`config.mk`:
```
export PLATFORM = sky130hd
export DESIGN_NAME = ram_port_arbiter
export DESIGN_NICKNAME = d
export VERILOG_FILES = /design/src/rtl/riscv_mem_pkg.sv /design/src/rtl/arb_starve_ctr.sv /design/src/rtl/ram_port_arbiter.sv
export SDC_FILE = /design/constraint.sdc
export NUM_CORES = 1
export LEC_CHECK = 0
export BUFFER_PORTS_ARGS = -buffer_cell sky130_fd_sc_hd__buf_2
export CAP_MARGIN = 20
export CORE_AREA = 8 8 100 102
export CTS_CLUSTER_DIAMETER = 60
export CTS_CLUSTER_SIZE = 14
export DETAILED_ROUTE_END_ITERATION = 8
export DIE_AREA = 0 0 108 110
export HOLD_SLACK_MARGIN = 0.05
export MAX_ROUTING_LAYER = met4
export PLACE_DENSITY = 0.69
export SKIP_CTS_REPAIR_TIMING = 1
export SYNTH_ARGS = -nofsm -noshare
export SYNTH_HDL_FRONTEND = slang
export SYNTH_SLANG_ARGS = --single-unit
export TNS_END_PERCENT = 5
```
`constraint.sdc`:
```
create_clock -name i_clock -period 2.81 [get_ports i_clock]
set_input_delay 0.562 -clock i_clock [delete_from_list [all_inputs] [get_ports i_clock]]
set_output_delay 0.562 -clock i_clock [all_outputs]
set_load 0.01 [all_outputs]
```
`src/rtl/riscv_mem_pkg.sv`:
```
// Shared types and constants for the RISCV32I memory-side blocks.
package riscv_mem_pkg;

    // Default data word width of the processor RAM
    localparam int DATA_W = 32;

    // Number of byte lanes in a data word
    localparam int BE_W = DATA_W / 8;

    // Byte enable value used for full-word accesses (instruction fetch)
    localparam logic [BE_W-1:0] ALL_BE = '1;

    // Width of the IF starvation counter
    localparam int STARVE_CNT_W = 4;

    // Which requester owns the read response returning next cycle
    typedef enum logic [1:0] {
        OWN_NONE = 2'd0,
        OWN_IF   = 2'd1,
        OWN_LS   = 2'd2
    } owner_t;

endpackage

```
`src/rtl/arb_starve_ctr.sv`:
```
// Saturating starvation counter: clear has priority over increment,
// the count holds when neither is asserted. o_limit flags count >= Limit.
module arb_starve_ctr
    import riscv_mem_pkg::*;
#(
    parameter int Limit = 4
) (
    input  logic i_clk,
    input  logic i_rst_n,
    input  logic i_inc,
    input  logic i_clr,
    output logic o_limit
);

    localparam logic [STARVE_CNT_W-1:0] L_LIMIT = STARVE_CNT_W'(Limit);

    logic [STARVE_CNT_W-1:0] r_cnt;

    // Count denied cycles, saturating at the limit
    always_ff @(posedge i_clk or negedge i_rst_n) begin
        if (!i_rst_n) begin
            r_cnt <= '0;
        end else if (i_clr) begin
            r_cnt <= '0;
        end else if (i_inc && (r_cnt < L_LIMIT)) begin
            r_cnt <= r_cnt + 1'b1;
        end
    end

    assign o_limit = (r_cnt >= L_LIMIT);

endmodule

```
`src/rtl/ram_port_arbiter.sv`:
```
// Shares the single-port RAM between instruction fetch (IF) and the
// load/store unit (LS). LS has fixed priority; IF wins once it has been
// denied StarveLimit consecutive ready cycles. Read data returns one cycle
// after the grant and is steered to the requester that issued the read.
module ram_port_arbiter
    import riscv_mem_pkg::*;
#(
    parameter int dataW       = 32,
    parameter int RAMAddrSize = 32,
    parameter int StarveLimit = 4
) (
    input  logic                   i_clock,
    input  logic                   i_reset,
    input  logic                   i_ram_ready,
    input  logic                   i_if_req,
    input  logic [RAMAddrSize-1:0] i_if_addr,
    output logic                   o_if_gnt,
    output logic                   o_if_rvalid,
    output logic [dataW-1:0]       o_if_rdata,
    input  logic                   i_ls_req,
    input  logic                   i_ls_we,
    input  logic [dataW/8-1:0]     i_ls_be,
    input  logic [RAMAddrSize-1:0] i_ls_addr,
    input  logic [dataW-1:0]       i_ls_wdata,
    output logic                   o_ls_gnt,
    output logic                   o_ls_rvalid,
    output logic [dataW-1:0]       o_ls_rdata,
    output logic                   o_ram_en,
    output logic                   o_ram_we,
    output logic [dataW/8-1:0]     o_ram_be,
    output logic [RAMAddrSize-1:0] o_ram_addr,
    output logic [dataW-1:0]       o_ram_wdata,
    input  logic [dataW-1:0]       i_ram_rdata
);

    localparam int BW = dataW / 8;

    logic [BW-1:0] w_all_be;
    logic          w_starved;
    logic          w_if_gnt;
    logic          w_ls_gnt;
    logic          w_cnt_inc;
    logic          w_cnt_clr;

    owner_t r_owner;
    logic   r_if_rvalid;
    logic   r_ls_rvalid;

    // Reuse the shared full-word enable when the widths agree
    generate
        if (BW == BE_W) begin : g_pkg_be
            assign w_all_be = ALL_BE;
        end else begin : g_local_be
            assign w_all_be = '1;
        end
    endgenerate

    // IF wins when it is alone or has waited long enough; LS wins otherwise
    assign w_if_gnt = i_ram_ready & i_if_req & (~i_ls_req | w_starved);
    assign w_ls_gnt = i_ram_ready & i_ls_req & ~(i_if_req & w_starved);

    // A withdrawn IF request or a served one restarts the wait count;
    // cycles where the RAM is busy neither count nor clear.
    assign w_cnt_clr = w_if_gnt | ~i_if_req;
    assign w_cnt_inc = i_if_req & ~w_if_gnt & i_ram_ready;

    arb_starve_ctr #(
        .Limit (StarveLimit)
    ) u_starve_ctr (
        .i_clk   (i_clock),
        .i_rst_n (i_reset),
        .i_inc   (w_cnt_inc),
        .i_clr   (w_cnt_clr),
        .o_limit (w_starved)
    );

    // Steer the winner's access onto the RAM port; idle port drives zeros
    always_comb begin
        o_ram_we    = 1'b0;
        o_ram_be    = '0;
        o_ram_addr  = '0;
        o_ram_wdata = '0;
        if (w_ls_gnt) begin
            o_ram_we    = i_ls_we;
            o_ram_be    = i_ls_be;
            o_ram_addr  = i_ls_addr;
            o_ram_wdata = i_ls_wdata;
        end else if (w_if_gnt) begin
            o_ram_be    = w_all_be;
            o_ram_addr  = i_if_addr;
        end
    end

    assign o_ram_en = w_if_gnt | w_ls_gnt;
    assign o_if_gnt = w_if_gnt;
    assign o_ls_gnt = w_ls_gnt;

    // Remember who issued this cycle's read so next cycle's data goes there
    always_ff @(posedge i_clock or negedge i_reset) begin
        if (!i_reset) begin
            r_owner     <= OWN_NONE;
            r_if_rvalid <= 1'b0;
            r_ls_rvalid <= 1'b0;
        end else begin
            r_if_rvalid <= w_if_gnt;
            r_ls_rvalid <= w_ls_gnt & ~i_ls_we;
            if (w_if_gnt) begin
                r_owner <= OWN_IF;
            end else if (w_ls_gnt && !i_ls_we) begin
                r_owner <= OWN_LS;
            end else begin
                r_owner <= OWN_NONE;
            end
        end
    end

    assign o_if_rvalid = r_if_rvalid;
    assign o_ls_rvalid = r_ls_rvalid;
    assign o_if_rdata  = (r_owner == OWN_IF) ? i_ram_rdata : '0;
    assign o_ls_rdata  = (r_owner == OWN_LS) ? i_ram_rdata : '0;

endmodule

```
==> run_results.csv <==
group,metric,value,unit
global_routing,grt_pass1_vias,2838,
worst_hold_path,hold_class,"in -> async",
global_routing,grt_pass1_wl,14.2,mm
sta,maxSlewHeadroom,39.2,%
worst_setup_path,worst-endpoint-arrival,1.89,ns
routing,drcViolationCount,0,
routing,finalWirelength,9.94,mm
sta,layout_setup_ws,0.360,ns
flow_run,timing.max_cap.violations,0,
synth,postSynthRegisterBits,7,
worst_setup_path,worst-path-max-fanout,37,
clocking,cts_root_buffer,"sky130_fd_sc_hd__clkbuf_8",
cells_and_area,syn2layout_area_growth,84.8,%
worst_setup_path,end_kind,"output pin",
synth,avgSynthCellArea,6.57,sq um
floorplan,coreArea,8470,sq um
global_routing,grt_antenna_before_repair,0,
cells_and_area,drive_above_1_share,62.9,%
sta,rsz0062_at_grt,"false",
synth,synth.net_count,403,
routing,topRoutingLayerUsed,"met4",
synth,syn-cell-area,1730,sq um
sta,fin_tns_setup,0,ns
cells_and_area,final_cell_mix,"sky130_fd_sc_hd__buf_2 (275), sky130_fd_sc_hd__and2_1 (67), sky130_fd_sc_hd__nand3_1 (64)",
sta,hold_violations,0,
global_routing,pin_count_of_the_biggest_net_entering_global_routing,72,
sta,skew,0.00367,ns
routing,final_antenna_net_count,0,
cells_and_area,nNetsFinal,655,
synth,synth-seq-area-share,10.1,%
sta,slew_viol_final,0,
routing,firstDrtPassIters,4,
clocking,clk_pin_slew,0.04,ns
worst_setup_path,critPathKind,"in -> out",
sta,endpoints_failing_setup,0,
sta,max_slew.worst_pin.slew,0.912,ns
synth,synth.distinct_cells,22,
global_routing,grt_util_all_layers,14.8,%
floorplan,fp.dieW,108,microns
sta,max_clock_freq,0.408,GHz
power,total_power,0.000620,W
floorplan,design.portCount,276,
synth,synth.yosys.warnings,0,
placed_design,dpl-instance-area,3160,sq um
power,pwr_density_cell,193,nW/um^2
routing,detail_route.wirelength.met1,4.04,mm
floorplan,start_util,20.5,%
placed_design,dp_worst_setup_slack,0.416,ns
routing,drt-wirelength-per-cell,16.0,microns
floorplan,design.die.area,11900,sq um
routing,vias,2919,
clocking,numClockSinks,7,
placed_design,routability_congestion_estimate_from_global_placement,0.790,
clocking,htreeDepth,1,
worst_setup_path,timing.critical_path.required,2.25,ns
clocking,cts_buf_count,3,
global_routing,global_route_congestion_overflow_total,0,
routing,routed-wl-met2,4.85,mm
placed_design,post-dp-hpwl,8.51,mm
placed_design,place.port_buffers,275,
floorplan,number_of_placement_rows,34,
clocking,tritoncts_clock_tree,"yes",
routing,detailed_route_wirelength_on_metal3,960,microns
synth,synth_instances,264,
power,total_leakage_power,1.99,nW
floorplan,die_y,110,microns
cells_and_area,mostFrequentLayoutCell,"sky130_fd_sc_hd__buf_2",
sta,timing.hold.ws,0.161,ns
worst_setup_path,cp-start-kind,"input port",
clocking,clk_path_buf_depth,2,
worst_setup_path,worst-r2r-setup-slack,1.54,ns
clocking,clock_insertion_delay_worst_skew,0.23,ns
power,vdd_drop_max,0.112,mV
run_status,status,"finished clean",
sta,layout_min_cycle_time,2.45,ns
routing,route.detailed.vias_per_inst,4.69,
routing,violation_count_after_the_first_detailed_route_iteration,136,
cells_and_area,antenna_cells_inserted,0,
cells_and_area,final_area,3210,sq um
sta,period_share,87.2,%
-- per-layer routing --
layer / up-vias / global-route usage, %
li1: 1457 / -
met3: 9 / 3.49
met5: - / -
met1: 1278 / 17.5
met4: 0 / 2.28
met2: 175 / 25.5
-- stage by stage --
step | utilization (%) | instances
global route | 37.9 | 623
CTS | 37.9 | 623
detailed placement | 37.3 | 619
finish | 37.9 | 623
floorplan | - | 264
global placement | 37.3 | 619
-- report_power, final --
| part | total, W | internal [W] | leakage [nW] | switching, W |
|---|---|---|---|---|
| Sequential | 0.000106 | 0.000104 | 0.0956 | 0.00000170 |
| Combinational | 0.000369 | 0.000181 | 1.87 | 0.000188 |
| Clock | 0.000145 | 0.0000964 | 0.0255 | 0.0000484 |
| Total | 0.000620 | 0.000382 | 1.99 | 0.000238 |
-- cell type report --
| type | count | area (sq um) |
|---|---|---|
| Clock inverter | 1 | 5.00 |
| Tap cell | 108 | 135 |
| Fill cell | 931 | 5260 |
| Multi-Input combinational cell | 221 | 1390 |
| Timing Repair Buffer | 283 | 1460 |
| Sequential cell | 7 | 175 |
| Clock buffer | 3 | 41.3 |
-- sequential cells by signal, indices dropped and copies added, names as in the netlist --
signal,cells
o_ls_rvalid,1
r_owner,2
u_starve_ctr.r_cnt,4
-- cells by family (layout without fill, tap and decap cells) --
group / after synthesis / count (layout) / synth area share, %
compound gates: 42 / 42 / 17.0
fa+ha+maj: 1 / 1 / 0.721
buf+inv: 36 / 287 / 9.88
flops: 7 / 7 / 10.1
simple gates: 178 / 178 / 62.3
-- worst max-delay path: stages --
cell and delay, ns:
sky130_fd_sc_hd__buf_2 0.11, sky130_fd_sc_hd__and2_1 0.73, sky130_fd_sc_hd__and3_2 0.34, sky130_fd_sc_hd__buf_2 0.13
-- worst paths after layout --
path	from	end	cells after the start
hold reg to reg	u_starve_ctr.r_cnt[1]	u_starve_ctr.r_cnt[1]	1
hold / removal	i_reset	o_ls_rvalid	1
setup / recovery	i_ls_req	o_ram_wdata[21]	4
setup reg to reg	u_starve_ctr.r_cnt[2]	u_starve_ctr.r_cnt[0]	2
max in group asynchronous	i_reset	r_owner[1]	1
min in group i_clock	u_starve_ctr.r_cnt[1]	u_starve_ctr.r_cnt[1]	1
-- cells in the mapped netlist --
cell type / count / area [sq um]
sky130_fd_sc_hd__nor3_1: 2 / 10.0
sky130_fd_sc_hd__dfrtp_1: 7 / 175
sky130_fd_sc_hd__o31ai_2: 1 / 12.5
sky130_fd_sc_hd__nor2_1: 2 / 7.51
sky130_fd_sc_hd__o21a_1: 2 / 15.0
sky130_fd_sc_hd__nor2b_1: 3 / 18.8
sky130_fd_sc_hd__o41ai_1: 1 / 8.76
sky130_fd_sc_hd__o21ai_2: 1 / 8.76
sky130_fd_sc_hd__and2_1: 67 / 419
sky130_fd_sc_hd__buf_4: 4 / 30.0
sky130_fd_sc_hd__and3_2: 33 / 248
sky130_fd_sc_hd__nand2_1: 3 / 11.3
sky130_fd_sc_hd__clkbuf_2: 6 / 30.0
sky130_fd_sc_hd__buf_2: 11 / 55.1
sky130_fd_sc_hd__nor3b_4: 1 / 18.8
sky130_fd_sc_hd__ha_1: 1 / 12.5
sky130_fd_sc_hd__nand3b_1: 2 / 15.0
sky130_fd_sc_hd__nand3_1: 64 / 320
sky130_fd_sc_hd__a32o_1: 5 / 50.1
sky130_fd_sc_hd__clkbuf_1: 15 / 56.3
sky130_fd_sc_hd__or3b_4: 1 / 11.3
sky130_fd_sc_hd__o22ai_1: 32 / 200
Power figures use the tool's default switching activity.
